<file path="config.mk">
export PLATFORM = sky130hd
export DESIGN_NAME = uart_drv_param
export DESIGN_NICKNAME = d
export VERILOG_FILES = /design/src/rtl/uart_drv_pkg.sv /design/src/rtl/uart_drv_fifo.sv /design/src/rtl/uart_drv_param.sv
export SDC_FILE = /design/constraint.sdc
export NUM_CORES = 1
export LEC_CHECK = 0
export ABC_AREA = 1
export CORE_MARGIN = 4
export CORE_UTILIZATION = 54
export DETAILED_ROUTE_END_ITERATION = 6
export GPL_ROUTABILITY_DRIVEN = 0
export PLACE_DENSITY = 0.75
export SETUP_SLACK_MARGIN = 0.3
export SLEW_MARGIN = 20
export SYNTH_ARGS = -nofsm -noshare
export SYNTH_HDL_FRONTEND = slang
export SYNTH_HIERARCHICAL = 1
export SYNTH_SLANG_ARGS = --single-unit
export TNS_END_PERCENT = 30
</file>
<file path="constraint.sdc">
create_clock -name clk -period 2.2 [get_ports clk]
set_input_delay 0.22 -clock clk [delete_from_list [all_inputs] [get_ports clk]]
set_output_delay 0.22 -clock clk [all_outputs]
set_load 0.01 [all_outputs]
</file>
<file path="src/rtl/uart_drv_pkg.sv">
// Shared constants and state types for the parametrised UART driver.
// Parity modes, FSM state encodings and rxerr bit positions live here.
package uart_drv_pkg;

  localparam int PAR_NONE = 0;
  localparam int PAR_ODD  = 1;
  localparam int PAR_EVEN = 2;

  localparam int RXERR_FRAME  = 0;
  localparam int RXERR_PARITY = 1;

  typedef enum logic [2:0] {
    TX_IDLE, TX_START, TX_DATA, TX_PARITY, TX_STOP
  } tx_state_e;

  typedef enum logic [2:0] {
    RX_IDLE, RX_START, RX_DATA, RX_PARITY, RX_STOP
  } rx_state_e;

endpackage

</file>
<file path="src/rtl/uart_drv_fifo.sv">
// Single-clock synchronous FIFO buffering words waiting to be transmitted.
// Read data is registered on pop and held until the next pop.
module uart_drv_fifo #(
  parameter int WIDTH = 8,
  parameter int DEPTH = 4
) (
  input  logic             clk,
  input  logic             nreset,
  input  logic             i_push,
  input  logic [WIDTH-1:0] i_din,
  input  logic             i_pop,
  output logic [WIDTH-1:0] o_dout,
  output logic             o_full,
  output logic             o_empty
);

  localparam int AW = $clog2(DEPTH);
  localparam int CW = AW + 1;

  logic [WIDTH-1:0] r_mem [DEPTH];
  logic [AW-1:0]    r_wr_ptr;
  logic [AW-1:0]    r_rd_ptr;
  logic [CW-1:0]    r_count;
  logic [WIDTH-1:0] r_dout;
  logic             w_push;
  logic             w_pop;

  assign o_full  = (r_count == CW'(DEPTH));
  assign o_empty = (r_count == '0);
  assign w_push  = i_push && !o_full;
  assign w_pop   = i_pop && !o_empty;
  assign o_dout  = r_dout;

  // Storage carries no reset so it maps onto RAM primitives.
  always_ff @(posedge clk) begin
    if (w_push) r_mem[r_wr_ptr] <= i_din;
  end

  always_ff @(posedge clk) begin
    if (!nreset) begin
      r_wr_ptr <= '0;
      r_rd_ptr <= '0;
      r_count  <= '0;
      r_dout   <= '0;
    end else begin
      if (w_push) r_wr_ptr <= r_wr_ptr + AW'(1);
      if (w_pop) begin
        r_rd_ptr <= r_rd_ptr + AW'(1);
        r_dout   <= r_mem[r_rd_ptr];
      end
      case ({w_push, w_pop})
        2'b10:   r_count <= r_count + CW'(1);
        2'b01:   r_count <= r_count - CW'(1);
        default: r_count <= r_count;
      endcase
    end
  end

endmodule

</file>
<file path="src/rtl/uart_drv_param.sv">
// UART bus-functional driver: buffered transmitter and error-reporting receiver
// with configurable bit rate, data width, parity and stop bits.
module uart_drv_param
  import uart_drv_pkg::*;
#(
  parameter int CLKS_PER_BIT  = 434,
  parameter int DATA_BITS     = 8,
  parameter int PARITY        = 0,
  parameter int STOP_BITS     = 1,
  parameter int TX_FIFO_DEPTH = 4
) (
  input  logic                 clk,
  input  logic                 nreset,
  input  logic                 rx,
  output logic                 tx,
  input  logic                 txrdy,
  input  logic [DATA_BITS-1:0] txdata,
  output logic                 txack,
  output logic                 txidle,
  output logic                 rxrdy,
  output logic [DATA_BITS-1:0] rxdata,
  output logic [1:0]           rxerr
);

  localparam int CNT_W = $clog2(CLKS_PER_BIT);
  localparam logic [CNT_W-1:0] LAST_CNT  = CNT_W'(CLKS_PER_BIT - 1);
  localparam logic [CNT_W-1:0] HALF_CNT  = CNT_W'(CLKS_PER_BIT / 2 - 1);
  localparam logic [3:0]       LAST_DATA = 4'(DATA_BITS - 1);
  localparam logic [3:0]       LAST_STOP = 4'(STOP_BITS - 1);
  localparam logic             PAR_EN    = (PARITY != PAR_NONE);
  localparam logic             PAR_ODD_B = (PARITY == PAR_ODD);

  // ---------------- TX path ----------------
  logic                 w_accept, w_pop, w_full, w_empty, w_tx_tick;
  logic [DATA_BITS-1:0] w_fifo_dout;
  logic                 r_txack, r_txidle;

  tx_state_e            r_tx_state, w_tx_state_next;
  logic [CNT_W-1:0]     r_tx_cnt, w_tx_cnt_next;
  logic [3:0]           r_tx_bit, w_tx_bit_next;
  logic [DATA_BITS-1:0] r_tx_shift, w_tx_shift_next;
  logic                 r_tx_par, w_tx_par_next;

  assign w_accept  = txrdy && !w_full && !r_txack;
  assign w_tx_tick = (r_tx_cnt == LAST_CNT);
  assign txack     = r_txack;
  assign txidle    = r_txidle;

  uart_drv_fifo #(.WIDTH(DATA_BITS), .DEPTH(TX_FIFO_DEPTH)) u_fifo (
    .clk     (clk),
    .nreset  (nreset),
    .i_push  (w_accept),
    .i_din   (txdata),
    .i_pop   (w_pop),
    .o_dout  (w_fifo_dout),
    .o_full  (w_full),
    .o_empty (w_empty)
  );

  always_ff @(posedge clk) begin
    if (!nreset) begin
      r_tx_state <= TX_IDLE;
      r_tx_cnt   <= '0;
      r_tx_bit   <= '0;
      r_tx_shift <= '0;
      r_tx_par   <= 1'b0;
      r_txack    <= 1'b0;
      r_txidle   <= 1'b1;
    end else begin
      r_tx_state <= w_tx_state_next;
      r_tx_cnt   <= w_tx_cnt_next;
      r_tx_bit   <= w_tx_bit_next;
      r_tx_shift <= w_tx_shift_next;
      r_tx_par   <= w_tx_par_next;
      r_txack    <= w_accept;
      r_txidle   <= (r_tx_state == TX_IDLE) && w_empty && !w_accept;
    end
  end

  // The popped word lands in the FIFO read register during START and is loaded at its end.
  always_comb begin
    w_tx_state_next = r_tx_state;
    w_tx_cnt_next   = w_tx_tick ? '0 : r_tx_cnt + CNT_W'(1);
    w_tx_bit_next   = r_tx_bit;
    w_tx_shift_next = r_tx_shift;
    w_tx_par_next   = r_tx_par;
    w_pop           = 1'b0;
    case (r_tx_state)
      TX_IDLE: begin
        w_tx_cnt_next = '0;
        if (!w_empty) begin
          w_pop           = 1'b1;
          w_tx_state_next = TX_START;
        end
      end
      TX_START: if (w_tx_tick) begin
        w_tx_state_next = TX_DATA;
        w_tx_bit_next   = '0;
        w_tx_shift_next = w_fifo_dout;
        w_tx_par_next   = (^w_fifo_dout) ^ PAR_ODD_B;
      end
      TX_DATA: if (w_tx_tick) begin
        if (r_tx_bit == LAST_DATA) begin
          w_tx_state_next = PAR_EN ? TX_PARITY : TX_STOP;
          w_tx_bit_next   = '0;
        end else begin
          w_tx_bit_next   = r_tx_bit + 4'd1;
          w_tx_shift_next = r_tx_shift >> 1;
        end
      end
      TX_PARITY: if (w_tx_tick) begin
        w_tx_state_next = TX_STOP;
        w_tx_bit_next   = '0;
      end
      TX_STOP: if (w_tx_tick) begin
        if (r_tx_bit == LAST_STOP) begin
          if (!w_empty) begin
            w_pop           = 1'b1;
            w_tx_state_next = TX_START;
          end else begin
            w_tx_state_next = TX_IDLE;
          end
        end else begin
          w_tx_bit_next = r_tx_bit + 4'd1;
        end
      end
      default: w_tx_state_next = TX_IDLE;
    endcase
  end

  always_comb begin
    case (r_tx_state)
      TX_START:  tx = 1'b0;
      TX_DATA:   tx = r_tx_shift[0];
      TX_PARITY: tx = r_tx_par;
      default:   tx = 1'b1;
    endcase
  end

  // ---------------- RX path ----------------
  logic                 r_rx_meta, r_rx_sync, r_rx_prev, w_rx_fall, w_rx_tick;
  rx_state_e            r_rx_state, w_rx_state_next;
  logic [CNT_W-1:0]     r_rx_cnt, w_rx_cnt_next;
  logic [3:0]           r_rx_bit, w_rx_bit_next;
  logic [DATA_BITS-1:0] r_rx_shift, w_rx_shift_next;
  logic                 r_rx_par, w_rx_par_next;
  logic                 r_rx_perr, w_rx_perr_next;
  logic                 r_rxrdy, w_rxrdy_next;
  logic [DATA_BITS-1:0] r_rxdata, w_rxdata_next;
  logic [1:0]           r_rxerr, w_rxerr_next;

  assign w_rx_fall = r_rx_prev && !r_rx_sync;
  assign w_rx_tick = (r_rx_cnt == LAST_CNT);
  assign rxrdy     = r_rxrdy;
  assign rxdata    = r_rxdata;
  assign rxerr     = r_rxerr;

  always_ff @(posedge clk) begin
    if (!nreset) begin
      r_rx_meta  <= 1'b1;
      r_rx_sync  <= 1'b1;
      r_rx_prev  <= 1'b1;
      r_rx_state <= RX_IDLE;
      r_rx_cnt   <= '0;
      r_rx_bit   <= '0;
      r_rx_shift <= '0;
      r_rx_par   <= 1'b0;
      r_rx_perr  <= 1'b0;
      r_rxrdy    <= 1'b0;
      r_rxdata   <= '0;
      r_rxerr    <= '0;
    end else begin
      r_rx_meta  <= rx;
      r_rx_sync  <= r_rx_meta;
      r_rx_prev  <= r_rx_sync;
      r_rx_state <= w_rx_state_next;
      r_rx_cnt   <= w_rx_cnt_next;
      r_rx_bit   <= w_rx_bit_next;
      r_rx_shift <= w_rx_shift_next;
      r_rx_par   <= w_rx_par_next;
      r_rx_perr  <= w_rx_perr_next;
      r_rxrdy    <= w_rxrdy_next;
      r_rxdata   <= w_rxdata_next;
      r_rxerr    <= w_rxerr_next;
    end
  end

  // After the half-bit check in START every sample falls mid-bit.
  always_comb begin
    w_rx_state_next = r_rx_state;
    w_rx_cnt_next   = r_rx_cnt + CNT_W'(1);
    w_rx_bit_next   = r_rx_bit;
    w_rx_shift_next = r_rx_shift;
    w_rx_par_next   = r_rx_par;
    w_rx_perr_next  = r_rx_perr;
    w_rxrdy_next    = 1'b0;
    w_rxdata_next   = r_rxdata;
    w_rxerr_next    = r_rxerr;
    case (r_rx_state)
      RX_IDLE: begin
        w_rx_cnt_next = '0;
        if (w_rx_fall) w_rx_state_next = RX_START;
      end
      RX_START: if (r_rx_cnt == HALF_CNT) begin
        w_rx_cnt_next = '0;
        if (r_rx_sync) begin
          w_rx_state_next = RX_IDLE;
        end else begin
          w_rx_state_next = RX_DATA;
          w_rx_bit_next   = '0;
          w_rx_par_next   = 1'b0;
          w_rx_perr_next  = 1'b0;
        end
      end
      RX_DATA: if (w_rx_tick) begin
        w_rx_cnt_next   = '0;
        w_rx_shift_next = {r_rx_sync, r_rx_shift[DATA_BITS-1:1]};
        w_rx_par_next   = r_rx_par ^ r_rx_sync;
        if (r_rx_bit == LAST_DATA) w_rx_state_next = PAR_EN ? RX_PARITY : RX_STOP;
        else                       w_rx_bit_next   = r_rx_bit + 4'd1;
      end
      RX_PARITY: if (w_rx_tick) begin
        w_rx_cnt_next   = '0;
        w_rx_perr_next  = ((r_rx_par ^ r_rx_sync) != PAR_ODD_B);
        w_rx_state_next = RX_STOP;
      end
      RX_STOP: if (w_rx_tick) begin
        w_rx_cnt_next              = '0;
        w_rx_state_next            = RX_IDLE;
        w_rxrdy_next               = 1'b1;
        w_rxdata_next              = r_rx_shift;
        w_rxerr_next[RXERR_FRAME]  = !r_rx_sync;
        w_rxerr_next[RXERR_PARITY] = r_rx_perr;
      end
      default: w_rx_state_next = RX_IDLE;
    endcase
  end

endmodule
</file>
Word-level counts from Yosys, hierarchy flattened. Memories as Yosys holds them, arrays and structs flattened. A register that Yosys moved wholly into a read port is not among the register bits. Cells that the tools add are included. W data, S select, Z words.

Add/subtract/negate cells: 8. Equality and inequality tests: 34. Mux-type cells: 49. Bitwise logic cells: 2. Reductions and logical operators: 37.

Operators by type and width (number): $mux W3 (13); $mux W4 (9); $ne A2 B2 Y1 const B (17); $pmux W3 S5 (2); $pmux W9 S3 (1); $mux W8 (3); $add A9 B1 Y9 const B (2); $eq A9 B9 Y1 const B (2); $mux W9 (2); $pmux W8 S2 (1); $eq A3 B2 Y1 const B (4); $pmux W4 S3 (1); $reduce_and A4 Y1 (3); $mux W1 (10); $reduce_and A5 Y1 (2); $eq A3 B3 Y1 const B (3); $eq A9 B8 Y1 const B (1); $logic_not A3 Y1 (3); $add A4 B1 Y4 const B (2); $eq A4 B3 Y1 const B (2); $pmux W4 S2 (1); $reduce_and A2 Y1 (4); $reduce_bool A2 Y1 (4); $reduce_xor A8 Y1 (1); 21 further kinds (37).

Bits in registers: 74. Bits in writable memories: 32. Input bits: 12. Output and inout port bits: 14. Logic and storage cells: 153. Memories kept: 1.

Memories: u_fifo.r_mem (words 4, bits a word 8, rd ports 1, clocked after memory_dff 1, wr ports 1, RTL line uart_drv_fifo.sv:20) `logic [WIDTH-1:0] r_mem [DEPTH];`.

Logic depth before layout (Yosys ltp).
Depth in word-level cells: 8. Depth in mapped cells: 17. Depth with buffers taken out: 17.

By module. Netlist, hierarchy kept.

By module, submodules not included: uart_drv_param (times used 1, cells each 460, area each 3364.5 µm², seq. area each 1341.3 µm²); uart_drv_fifo (times used 1, cells each 240, area each 2173.3 µm², seq. area each 1261.2 µm²).

Worst setup path before layout. No wires, ideal clock.

Kind: register to register. From: register r_tx_cnt[0]. To: register u_fifo.r_count[2]. Setup time: 0.113 ns. Arrival: 2.163 ns. Data required time: 2.087 ns. Setup slack: -0.076 ns. Stages on the path, launching flop included: 17. Buffers on the path: 0. Period minus slack after synthesis: 2.276 ns. Cells stage by stage: dfxtp_1 > ha_1 > nand4_1 > nor2_4 > nand4_1 > o21ai_0 > nand2_4 > inv_1 > ha_1 > inv_1 > fa_1 > inv_1 > nand2_1 > nand3_1 > nand2_1 > nand2_1 > nor2_1.

Word-level cells in the longest chain between the ends: 6. Elaborated cells between the ends (all ways): 8. Classes of those cells: 3 x eq/ne; 3 x mux; 2 x reduce/logical.

Ends and longest elaborated chain: from (decl) (RTL line uart_drv_param.sv:39) `logic [CNT_W-1:0] r_tx_cnt, w_tx_cnt_next;`; from (signal assigned) (RTL line uart_drv_param.sv:71) `r_tx_cnt <= w_tx_cnt_next;`; $eq A9 B9 Y1 (*) (RTL line uart_drv_param.sv:45) `assign w_tx_tick = (r_tx_cnt == LAST_CNT);`; $mux W1 (*) (RTL line uart_drv_param.sv:115) `TX_STOP: if (w_tx_tick) begin`; $pmux W1 S2 (*) (RTL line uart_drv_param.sv:88) `case (r_tx_state)`; via w_pop (RTL line uart_drv_param.sv:34) `logic w_accept, w_pop, w_full, w_empty, w_tx_tick;`; $logic_and A1 B1 Y1 (*) (RTL line uart_drv_fifo.sv:31) `assign w_pop = i_pop && !o_empty;`; via u_fifo.w_pop (RTL line uart_drv_fifo.sv:26) `logic w_pop;`; $eq A2 B1 Y1 / $eq A2 B2 Y1 (equally long branches) (RTL line uart_drv_fifo.sv:51) `case ({w_push, w_pop})`; $pmux W3 S2 / $reduce_bool A2 Y1 (equally long branches); to (signal assigned) (RTL line uart_drv_fifo.sv:52) `2'b10: r_count <= r_count + CW'(1);`; to (signal assigned) (RTL line uart_drv_fifo.sv:53) `2'b01: r_count <= r_count - CW'(1);`; to (signal assigned) (RTL line uart_drv_fifo.sv:54) `default: r_count <= r_count;`; to (decl) (RTL line uart_drv_fifo.sv:23) `logic [CW-1:0] r_count;`.

Mark *: on every way through the listed nets, which the timed path passes. The rest lies on a longest branch. A chain may end at the register's enable or synchronous reset.

Worst setup path after layout.
From: register r_tx_bit[1]. To: register r_tx_state[0].

Word-level cells in the longest chain between the ends: 3. Elaborated cells between the ends (all ways): 5. Classes of those cells: 3 x eq/ne; 2 x reduce/logical.

Ends and longest elaborated chain: from (decl) (RTL line uart_drv_param.sv:40) `logic [3:0] r_tx_bit, w_tx_bit_next;`; from (signal assigned) (RTL line uart_drv_param.sv:72) `r_tx_bit <= w_tx_bit_next;`; $eq A4 B3 Y1 / $logic_not A4 Y1 (equally long branches) (RTL line uart_drv_param.sv:103, uart_drv_param.sv:116); $ne A2 B2 Y1 (no source line); $reduce_and A7 Y1 (no source line) (*); to (signal assigned) (RTL line uart_drv_param.sv:70) `r_tx_state <= w_tx_state_next;`; to (decl) (RTL line uart_drv_param.sv:38) `tx_state_e r_tx_state, w_tx_state_next;`.

Every way passes the cells marked *; elsewhere a longest branch is shown, timed or not.

==> out/summary.txt <==
Status - finished clean
Initial Util - 0.561
Cell Area, Synth - 5540 sq um
Total power - 0.00771 W
Netlist cell types - 45
FP Rows - 36
Buf/Inv on CP - 10
ANT nets after route - 0
Setup crit end kind - flop
GRT Total Usage - 0.197
Post-synthesis mux area share - 0
CTS root buf - clkbuf_8
CP startpoint kind - flop
Share of cells above drive strength 1 - 0.192
Synth warn - 6
Syn Nets - 726
Fin. Hold Viols - 0
Largest stage delay, worst path - 0.32 ns
Routed vias - 4455
Share of Yosys cell area claimed by the top area cell type - 0.296
Peak VDD IR - 0.666 mV
Biggest area consumer among synthesized cells - dfxtp_1
CTS sink count - 114
Synthesized instance count - 700
Yosys reg bits - 114
Power density cells - 1140 nW/um^2
Post-Synth Adder-Cell Area - 0.0330
Final Max Tran Viols - 0
Vias in the first global route - 4408
Crit path time final - 2.15 ns
Worst-case clock buffer depth - 2
TritonCTS clock tree - done
Crit path arrival time - 2.60 ns
Gr ovfl total - 0
Post-route DRC - 0
Antenna fix cells - 0
Worst-path maximum fanout - 2
Worst-path clk slew - 0.06 ns
Core ar. - 9860 sq um
Slew at the pin closest to its max-slew limit - 0.797 ns
Hold depth - 3
Routed WL - 10.7 mm
Cts hold-fix bufs - 0
Worst skew pair latency - 0.51 ns
Initial antenna violation count - 0
Setup violations, final - 0
XOR/XNOR Fraction of Synth Area - 0.0190
Worst hold path endpoint - r_tx_cnt[1]
Flop2flop setup slack - 0.05 ns
IO Count - 26
Synth top area cells - dfxtp_1 (30%), edfxtp_1 (17%), nand2_1 (9.6%)
Wire length of the first global-routing pass - 18.7 mm
# fillers - 785
First-pass DRT Iterations - 4
Critical-path cell list - inv_2 > ha_2 > nand2_2 > nor2_4 > nand4_1 > buf_4 > buf_6 > buf_4 > buf_4 > buf_4 > buf_4 > buf_4 > buf_4 > o211ai_1 > nand2_1 > inv_1
Die width - 109 um
Worst reg2reg endpoint - r_tx_state[0]
Complex-gate fraction of the synthesized area - 0.0960
Nets@finish - 780
CTS H-tree depth - 4
Area Overhead vs Synth - 21.7%
Peak Freq - 0.466 GHz
WS Path Type - flop to flop
Vias/cell - 4.95
Critical path's slowest cell - dfxtp_2
Pin count of the biggest net entering global routing - 56
Reg-to-Reg Start - r_tx_bit[1]
Pleak - 2.99 nW
PortBufs - 25
Starting DRT DRC Count - 199
Post-synthesis simple-gate area fraction - 0.267
Hold Startpoint - nreset
Clk_skew - 0.00735 ns
RSZ-0062 raised after global routing - true
Mean Syn Cell Area - 7.91 sq um
Final cycle utilization of the critical path - 0.976
Detailed placement HPWL - 6.99 mm
Post-synthesis sequential area ratio - 0.470
Largest family of logic cells by synthesized area - simple AND/OR/NAND/NOR gates
Rel. slew slack - 0.468
Worst EP required - 2.65 ns
Core Util, Final - 0.683
Die height - 109 um
Hold WC Path Type - primary input to flop
Avg WL per Cell - 11.9 um
Most used cell along the critical path - buf_4
TritonCTS Buffers - 17
Die ar. - 11900 sq um
Max_cap viols - 0
Worst reg2reg path depth - 16
Delay-heaviest family, CP - buffers and inverters
flip-flops by register name (all words and copies together), names as in the netlist, 2 cells and up:
name,cells
r_tx_bit,4
r_rx_state,3
r_rx_cnt,9
r_tx_state,3
u_fifo/r_mem,32
rxerr,2
r_rx_shift,8
r_tx_shift,8
u_fifo/r_count,3
rxdata,8
u_fifo/r_wr_ptr,2
r_rx_bit,4
r_tx_cnt,9
u_fifo/o_dout,8
u_fifo/r_rd_ptr,2
routing by layer:
layer / GRT usage / wire, um / vias up
met4: 0.0890 / 238 / 0
met1: 0.212 / 4500 / 2041
met5: 0 / 0 / -
met3: 0.0373 / 346 / 26
li1: - / - / 2309
met2: 0.372 / 5590 / 79
what timing repair did:
action	4_1_cts	5_1_grt
endpoints found under the hold margin	0	0
pin swaps	10	2
buffers inserted	15	0
setup endpoints to repair	3	20
gates resized for setup	15	12
cells in the mapped netlist (all sizes together):
cell and count:
nand2 161, inv 124, nor2 93, dfxtp 82
nand3 45, o21ai 44, a21oi 40, edfxtp 32
buf 13, ha 13, nor3 13, xor2 8
clkbuf 4, nand4 4, or2 4, xnor2 4
clkinv 3, nor3b 3, o21a 2, o21bai 2
a211oi 1, a31oi 1, fa 1, nor4 1
o211ai 1, o31ai 1
stage by stage:
stage | hold WS [ns] | setup slack (ns) | area, sq um | std cells | TNS [ns]
after global routing | 0.117 | -0.0815 | 6740 | 900 | -0.152
after global placement | 0.422 | 0.137 | 5920 | 853 | 0
final | 0.116 | 0.0529 | 6740 | 900 | 0
after floorplan | 0.319 | 0.0965 | 5570 | 700 | 0
after detailed placement | 0.413 | 0.0486 | 5920 | 853 | 0
after CTS | 0.0979 | 0.0907 | 6710 | 900 | 0
worst register-to-register path: stages (launching register included):
cell      delay (ns)
dfxtp_2         0.32
inv_2           0.05
ha_2            0.16
nand2_2         0.07
nor2_4          0.12
nand4_1         0.15
buf_4           0.17
buf_6           0.10
buf_4           0.11
buf_4           0.12
buf_4           0.12
buf_4           0.12
buf_4           0.12
buf_4           0.12
o211ai_1        0.07
nand2_1         0.07
inv_1           0.08
placed cells by master (no fill, tap or decap), types with 4 or more instances in the layout:
cell,instances
or2_2,4
inv_1,112
xor2_1,8
a21oi_2,6
clkinv_4,4
edfxtp_1,32
nor2_2,5
nand2_2,20
nand2_1,137
nand2_4,4
inv_2,10
nand4_1,4
o21ai_0,28
xnor2_1,4
o21ai_1,8
dfxtp_1,76
ha_1,10
o21ai_2,8
nand3_2,7
nand3_1,36
dfxtp_2,5
buf_4,26
clkbuf_16,18
clkdlybuf4s50_1,23
nor2_1,84
a21oi_1,34
nor3_1,11
final cells by class:
| cell class | instances | area [sq um] | area share |
|---|---|---|---|
| Clock buffer | 20 | 478 | 0.0709 |
| Clock inverter | 12 | 165 | 0.0245 |
| Sequential cell | 114 | 2610 | 0.388 |
| Inverter | 127 | 488 | 0.0724 |
| Timing Repair Buffer | 52 | 447 | 0.0663 |
| Tap cell | 133 | 166 | 0.0247 |
| Multi-Input combinational cell | 442 | 2380 | 0.354 |
cell families (layout without fill, tap and decap cells):
group | after synthesis | in the layout
compound gates | 92 | 92
xor+xnor | 12 | 12
fa+ha+maj | 14 | 14
buf+inv | 144 | 211
flops | 114 | 114
simple gates | 324 | 324
how the worst max path moves through the flow:
| stage | start | endpoint | cells after the start |
|---|---|---|---|
| 6_report | r_tx_bit[1] | r_tx_state[0] | 16 |
| 5_1_grt | u_fifo/r_count[0] | u_fifo/r_count[2] | 17 |
| 4_1_cts | r_tx_cnt[1] | u_fifo/r_count[2] | 16 |
| 3_5_place_dp | r_tx_cnt[0] | u_fifo/r_count[2] | 15 |
| 3_3_place_gp | r_tx_cnt[0] | u_fifo/r_count[2] | 16 |
| 2_1_floorplan | r_tx_cnt[0] | u_fifo/r_count[2] | 16 |
report_power, final:
group | switching, W | internal, W | leakage, nW
registers | 0.000263 | 0.00244 | 0.960
logic | 0.00129 | 0.000818 | 1.72
clock network | 0.000985 | 0.00191 | 0.313
total | 0.00254 | 0.00517 | 2.99
Note: power is estimated with default switching activity, not from simulation.
